<file path="src/rtl/seq_pattern_detector.sv">
// rtl/seq_pattern_detector.sv - serial bit-pattern detector with fill tracking and saturating match counter
module seq_pattern_detector #(
    parameter int             LEN     = 6,
    parameter logic [LEN-1:0] PAT_A   = 6'b011101,
    parameter logic [LEN-1:0] PAT_B   = 6'b011001,
    parameter bit             OVERLAP = 1'b1,
    parameter int             CNT_W   = 8
) (
    input  logic             CLK,
    input  logic             RST,
    input  logic             EN,
    input  logic             X,
    input  logic             MODE,
    input  logic             CLR,
    output logic             Z,
    output logic [CNT_W-1:0] MATCH_CNT,
    output logic             ARMED
);

    localparam int               FW        = $clog2(LEN + 1);
    localparam logic [FW-1:0]    FILL_FULL = FW'(LEN);
    localparam logic [FW-1:0]    FILL_LAST = FW'(LEN - 1);
    localparam logic [CNT_W-1:0] CNT_MAX   = '1;

    // Only the newest LEN-1 bits are kept: the oldest bit of the window is
    // shifted out on the same edge it would be compared, so it never needs storage.
    logic [LEN-2:0]   hist_q, hist_d;
    logic [FW-1:0]    fill_q, fill_d;
    logic [CNT_W-1:0] cnt_q, cnt_d;
    logic             z_q, z_d;

    logic [LEN-1:0]   window;
    logic [LEN-1:0]   pattern;
    logic             match;

    // Candidate window and match decision for the current sampling edge
    always_comb begin
        window  = {hist_q, X};
        pattern = MODE ? PAT_A : PAT_B;
        match   = EN && !CLR && (fill_q >= FILL_LAST) && (window == pattern);
    end

    // Next-state: clear wins over enable; a disabled edge holds everything but drops Z
    always_comb begin
        hist_d = hist_q;
        fill_d = fill_q;
        cnt_d  = cnt_q;
        z_d    = 1'b0;
        if (CLR) begin
            hist_d = '0;
            fill_d = '0;
            cnt_d  = '0;
        end else if (EN) begin
            hist_d = window[LEN-2:0];
            z_d    = match;
            if (match && !OVERLAP) begin
                fill_d = '0;
            end else if (fill_q != FILL_FULL) begin
                fill_d = fill_q + 1'b1;
            end
            if (match && (cnt_q != CNT_MAX)) begin
                cnt_d = cnt_q + 1'b1;
            end
        end
    end

    // State registers with asynchronous reset that discards any partial window
    always_ff @(posedge CLK or posedge RST) begin
        if (RST) begin
            hist_q <= '0;
            fill_q <= '0;
            cnt_q  <= '0;
            z_q    <= 1'b0;
        end else begin
            hist_q <= hist_d;
            fill_q <= fill_d;
            cnt_q  <= cnt_d;
            z_q    <= z_d;
        end
    end

    assign Z         = z_q;
    assign MATCH_CNT = cnt_q;
    assign ARMED     = (fill_q == FILL_FULL);

endmodule

</file>
<file path="config.mk">
export PLATFORM = sky130hd
export DESIGN_NAME = seq_pattern_detector
export DESIGN_NICKNAME = d
export VERILOG_FILES = /design/src/rtl/seq_pattern_detector.sv
export SDC_FILE = /design/constraint.sdc
export NUM_CORES = 1
export LEC_CHECK = 0
export CAP_MARGIN = 20
export CORE_MARGIN = 10
export CORE_UTILIZATION = 48
export CTS_BUF_LIST = sky130_fd_sc_hd__clkbuf_4 sky130_fd_sc_hd__clkbuf_8
export DETAILED_ROUTE_END_ITERATION = 12
export HOLD_SLACK_MARGIN = 0.15
export PLACE_DENSITY = 0.77
export SLEW_MARGIN = 20
export SYNTH_ARGS = -nofsm -noshare
export SYNTH_HDL_FRONTEND = slang
export SYNTH_SLANG_ARGS = --single-unit
</file>
<file path="constraint.sdc">
create_clock -name CLK -period 1.8 [get_ports CLK]
set_clock_uncertainty 0.1 [all_clocks]
set_input_delay 0.27 -clock CLK [delete_from_list [all_inputs] [get_ports CLK]]
set_output_delay 0.27 -clock CLK [all_outputs]
set_load 0.05 [all_outputs]
</file>
==> impl_metrics.ini, run 1 <==
[die]
dieArea_um2 = 4020
core_um2 = 1760
initial_core_util_pct = 51.3
fp-row-count = 15
fp.dieW_um = 63.4
die_y_um = 63.4
num_io_pins = 16

[power]
ir_worst_vdd_v = 0.000646
finalPower_mw = 0.724
power_density_nw_per_um2 = 523
p_leak_nw = 0.621

[placed_design]
place_area_um2 = 1200
dp_hpwl_mm = 1.47
gp_congestion = 0.829
place_inst = 141
numPortBuffers = 15
post-place-ws_ns = -0.465

[worst_setup_path]
reg2reg_to = MATCH_CNT[3]$_DFFE_PP0P_
critical_path_required_ns = 1.92
crit_path_start_kind = flop
endpoint_kind = flop
cp.arrival_ns = 2.07
r2r_cells = 4
worstReg2RegStart = hist_q[4]$_DFFE_PP0P_
crit_type = reg -> reg
ff2ff_setup_slack_ns = -0.15
crit_path_max_fanout = 6

[final_layout]
multi_input_area_um2 = 544
syn_to_final_growth_pct = 52.9
register_area_um2 = 432
fill_cells = 129
final_cell_count_no_fill = 153
drive_gt1_share_pct = 46.1
fin_area_um2 = 1390
diodes = 0
nNetsFinal = 139

[timing]
fin_crit_sh_pct = 108
worst_pin_slew_ns = 0.647
maxSlewHeadroom_pct = 56.8
rsz0062_at_grt = yes
period_minus_slack_ns = 1.95
finalMaxSlewViolations = 0
hold_viol = 0
worst_slack_ns = -0.147
max_freq_ghz = 0.514
setup_viol = 8

[grt]
grt_pass1_vias = 887
gr-total-overflow = 0
grt_start_max_net_pins = 17
grt_usage_pct = 12.7
grt_pass1_wl_mm = 4.24
antenna_found_initial = 0

[clock_tree]
clkSinkCount = 17
clockBufferDepth = 2
clk_pin_slew_ns = 0.10
clk_latency_ns = 0.29
cts-root-buf = clkbuf_4
cts_tree = done
ctsHtreeMaxLevel = 1
cts_buffers = 3

[hold_path]
min_path_type = in -> reg
hp-start = X
min_to = hist_q[0]$_DFFE_PP0P_
holdPathStages = 3

[synth]
synthCells = 89
synthesis.nets = 99
synthXorXnorAreaFrac_pct = 1.93
synthFlopType = dfrtp_1
yosys_warnings = 0
yosysTopAreaCellShare_pct = 47.0
syn_area_per_cell_um2 = 10.2
synth-async-reset-ratio_pct = 100
synth_most_common_cell = dfrtp_1
synth-simple-area-share_pct = 22.9
synth_compound_area_share_pct = 9.25
ys_seq_area_share_pct = 47.0
synth_top_family_by_area = simple AND/OR/NAND/NOR gates
synth_edf_count = 0
synth_top_area_cell = dfrtp_1
yosys-top-cells-count = 17 x dfrtp_1, 9 x nor2_1, 8 x a21oi_1
yosys-top-cells-area = dfrtp_1 47%, mux2i_1 6.6%, ha_1 5.5%
ys_types = 29
ys_seq_elements = 17
synth_area_um2 = 906
synth-adder-area-share_pct = 5.52
synth.area.mux_share_pct = 7.87

[route]
ant_nets = 0
met3_length_um = 152
wirelength_mm = 2.58
drtIter0Drc = 24
firstDrtPassIters = 4
wl_met1_mm = 1.10
top_layer_used = met4
drc_errors = 0
vias_per_cell = 5.50
wl_per_cell_um = 16.9
via_count = 842
dr_wl_met2_mm = 1.32

[status]
outcome = finished with violations
violations = setup timing

[flow_run]
maxCapViolCount = 0
-- worst max-delay path, stage by stage (launching register included) --
cell and delay (ns):
dfrtp_1 0.39, nand4b_1 0.21, or4_4 0.60, or4_4 0.44, a21oi_2 0.14
-- worst max path at each step --
stage,endpoint,cells past startpoint,slack [ns],start
after global routing,MATCH_CNT[2]$_DFFE_PP0P_,7,-0.21,fill_q[1]$_DFFE_PP0P_
after CTS,MATCH_CNT[3]$_DFFE_PP0P_,6,-0.17,fill_q[1]$_DFFE_PP0P_
after floorplan,MATCH_CNT[0]$_DFFE_PP0P_,7,-0.13,fill_q[1]$_DFFE_PP0P_
after detailed placement,MATCH_CNT[3]$_DFFE_PP0P_,5,-0.46,EN
final,MATCH_CNT[3]$_DFFE_PP0P_,4,-0.15,hist_q[4]$_DFFE_PP0P_
after global placement,MATCH_CNT[4]$_DFFE_PP0P_,5,-0.40,EN
-- what timing repair did --
item / CTS / global route
gates cloned: 1 / 0
hold endpoints to repair: 6 / 0
pin swaps: 6 / 4
hold buffers: 1 / 0
setup buffers: 6 / 0
setup endpoints to repair: 8 / 10
gates resized for setup: 13 / 7
-- cell type report --
cell class              count  area share [%]
clock buffers               4            2.17
repair buffers             39            23.8
well taps                  25            2.26
multi-input cells          63            39.3
inverters                   5            1.36
flip-flops and latches     17            31.2
-- where the power goes --
part / internal [mW] / switching, mW / leakage [nW]
Clock: 0.101 / 0.124 / 0.0184
Combinational: 0.0536 / 0.0492 / 0.376
Sequential: 0.389 / 0.00701 / 0.227
-- stage by stage --
stage	util, %	hold slack [ns]	TNS [ns]
floorplan	-	0.0957	-0.637
global placement	67.9	0.394	-2.80
detailed placement	67.9	0.417	-3.06
CTS	76.5	0.383	-1.16
global route	78.5	0.434	-1.47
finish	78.5	0.401	-0.950
-- layer usage --
| layer | vias to the layer above | global-route usage, % |
|---|---|---|
| met5 | - | 0 |
| met4 | 0 | 3.28 |
| met3 | 2 | 5.48 |
| met2 | 28 | 21.6 |
| met1 | 410 | 14.2 |
| li1 | 402 | - |
-- logic make-up (layout without fill, tap and decap cells) --
group | count (synthesis) | count (layout)
and+or+nand+nor | 35 | 36
DFF | 17 | 17
AOI/OAI and AO/OA | 14 | 14
buffers and inverters | 10 | 48
muxes | 7 | 7
adders and majority gates | 4 | 4
xor gates and xnor gates | 2 | 2
-- layout by cell type (no fill, tap or decap), drive strengths merged, types with 2 or more instances in the layout --
| cell | instances |
|---|---|
| buf | 33 |
| inv | 5 |
| clkdlybuf4s50 | 3 |
| and4b | 2 |
| nand3 | 4 |
| nor2b | 3 |
| o31ai | 4 |
| nor3 | 3 |
| or3 | 2 |
| clkbuf | 4 |
| mux2i | 6 |
| dlygate4sd2 | 2 |
| ha | 4 |
| a21oi | 8 |
| nand2 | 2 |
| nor2 | 9 |
| or4 | 6 |
| dfrtp | 17 |
-- registers in the layout (all words and copies together) (netlist names) --
signal	flops
hist_q	5
Z	1
fill_q	3
MATCH_CNT	8
Note: power is estimated with default switching activity, not from simulation.
==> run 2, diff against run 1 <==
PLACE_DENSITY = 0.88   (was 0.77)
==> run 2 against run 1 <==
  * The run still ends with setup timing left
  * Register-to-register slack got worse by 0.02 ns
  * Final cell count shrank 4.6%
  * Sequential cell count stayed put
  * Critical endpoint is now MATCH_CNT[7]$_DFFE_PP0P_
  * Critical path type unchanged
  * Clock-buffer cell count unchanged
  * Non-clock buffer count fell by 7
  * Sequential power hardly changed
  * Clock power barely moved
  * Largest cell class unchanged
  * Die area unchanged
  * Wire length shrank 7.2%
  * Sequential share of layout area increased by 1.8 points
  * Fmax fell by 1.2%
==> impl_metrics.ini, run 2 (synthesis gave the netlist of run 1 again) <==
[status]
outcome = finished with violations
violations = setup timing

[route]
drc_errors = 0
ant_nets = 0
firstDrtPassIters = 4
wl_per_cell_um = 16.4
via_count = 784
wirelength_mm = 2.40
vias_per_cell = 5.37
drtIter0Drc = 38

[grt]
grt_pass1_wl_mm = 3.91
grt_usage_pct = 11.6
grt_use_met2_pct = 21.6
grt.busiest_layer = met2
grtUsageMet3_pct = 3.53
gr-total-overflow = 0
grt_start_max_net_pins = 18
grt_pass1_vias = 843
antenna_found_initial = 0
grt_util_met1_pct = 12.2

[worst_setup_path]
cp.arrival_ns = 2.09
crit_family = simple AND/OR/NAND/NOR gates
cp_slowest_cell = or4_4
cpPeakStageDelay_ns = 0.60
critPathBufInv = 0
r2r_cells = 4
path_cells = nand4b_1, or4_4, or4_4, a21oi_2
critical_path_required_ns = 1.92
crit_path_start_kind = flop
crit_path_frequent_cell = or4_4
ff2ff_setup_slack_ns = -0.17
crit_path_max_fanout = 6
worstReg2RegStart = hist_q[4]$_DFFE_PP0P_
worstSetupStartpoint = hist_q[4]$_DFFE_PP0P_
reg2reg_to = MATCH_CNT[7]$_DFFE_PP0P_
endpoint_kind = flop
crit_type = reg -> reg

[power]
power_density_nw_per_um2 = 540
power.share.switching_pct = 24.5
net-switching-power_mw = 0.173
p_comb_share_pct = 12.5
p_leak_nw = 0.587
p_int_mw = 0.533
ir_worst_vdd_v = 0.000457
p_clk_share_pct = 31.7
finalPower_mw = 0.706
pwr-share-seq_pct = 55.8

[final_layout]
syn_to_final_growth_pct = 44.3
largest_reg_flops = 8
fin_util_pct = 74.1
final_cell_count_no_fill = 146
diodes = 0
drive_gt1_share_pct = 47.1
nNetsFinal = 132
mostFrequentLayoutCell = buf_4
final_cell_mix = 26 x buf_4, 12 x dfrtp_1, 7 x nor2_1
fill_cells = 148

[timing]
maxSlewHeadroom_pct = 59.2
worst_slack_ns = -0.170
max_freq_ghz = 0.508
period_minus_slack_ns = 1.97
rsz0062_at_grt = yes
worst_pin_slew_ns = 0.612
hold_viol = 0
setup_viol = 8
fin_crit_sh_pct = 109
finalMaxSlewViolations = 0

[clock_tree]
clk_pin_slew_ns = 0.10
clockBufferDepth = 2
cts-root-buf = clkbuf_4
cts_buffers = 3
ctsHtreeMaxLevel = 1
cts_tree = done
clkSinkCount = 17
clk_latency_ns = 0.29
hold_buffers = 0

[hold_path]
min_path_type = in -> async

[placed_design]
gp_congestion = 0.801
dp_hpwl_mm = 1.64
numPortBuffers = 15
place_inst = 139

[die]
initial_core_util_pct = 51.3
fp.dieW_um = 63.4
num_io_pins = 16
fp-row-count = 15
die_y_um = 63.4
dieArea_um2 = 4020
core_um2 = 1760

[flow_run]
maxCapViolCount = 0
[run 2: metal layers]
layer  vias to the layer above  wire length [um]  share of wire, %
met4                         0                17              0.71
met1                       378               980                41
met5                         -                 0                 0
met2                        15              1290                54
li1                        389                 -                 -
met3                         2               107               4.5
[run 2: per-stage QoR]
step           cell area, um^2  worst slack [ns]  hold slack, ns  TNS (ns)
6_report                  1310            -0.170           0.184    -0.967
5_1_grt                   1310            -0.211           0.185     -1.38
4_1_cts                   1260            -0.153           0.185    -0.818
3_5_place_dp              1180            -0.486           0.419     -3.28
3_3_place_gp              1180            -0.421           0.399     -2.94
2_1_floorplan              941            -0.127          0.0957    -0.637
[run 2: worst reg2reg max path, cell delays in order (launching register included)]
cell      delay, ns
dfrtp_1        0.39
nand4b_1       0.23
or4_4          0.60
or4_4          0.44
a21oi_2        0.15
[run 2: layout make-up]
| type | count | area (um^2) | area share (%) |
|---|---|---|---|
| Timing Repair Buffer | 32 | 262 | 20.0 |
| Clock buffer | 4 | 30.0 | 2.30 |
| Tap cell | 25 | 31.3 | 2.39 |
| Inverter | 5 | 18.8 | 1.44 |
| Sequential cell | 17 | 432 | 33.0 |
| Multi-Input combinational cell | 63 | 534 | 40.9 |
[run 2: worst max path at each step]
stage | endpoint | slack, ns | cells past startpoint
4_1_cts | MATCH_CNT[3]$_DFFE_PP0P_ | -0.15 | 4
3_5_place_dp | MATCH_CNT[4]$_DFFE_PP0P_ | -0.49 | 5
5_1_grt | MATCH_CNT[7]$_DFFE_PP0P_ | -0.21 | 4
3_3_place_gp | MATCH_CNT[7]$_DFFE_PP0P_ | -0.42 | 5
2_1_floorplan | MATCH_CNT[0]$_DFFE_PP0P_ | -0.13 | 7
6_report | MATCH_CNT[7]$_DFFE_PP0P_ | -0.17 | 4
[run 2: timing repair]
action,CTS,global route
buffers inserted,2,0
resized for setup,12,7
endpoints found under the setup margin,8,9
pin swaps,3,2
gates cloned,1,0
[run 2: power by group through the flow]
stage               sequential [mW]  combinational (mW)  clock (mW)
global placement              0.400              0.0783           0
finish                        0.394              0.0885       0.224
CTS                           0.393              0.0825       0.226
global route                  0.395              0.0966       0.244
floorplan                     0.403              0.0426           0
detailed placement            0.401              0.0816           0
==> run 3, diff against run 2 <==
GPL_ROUTABILITY_DRIVEN = 0   (was not set)
==> results of run 3 <==
Same layout as run 2: the final DEF is identical, and so are final timing and power.
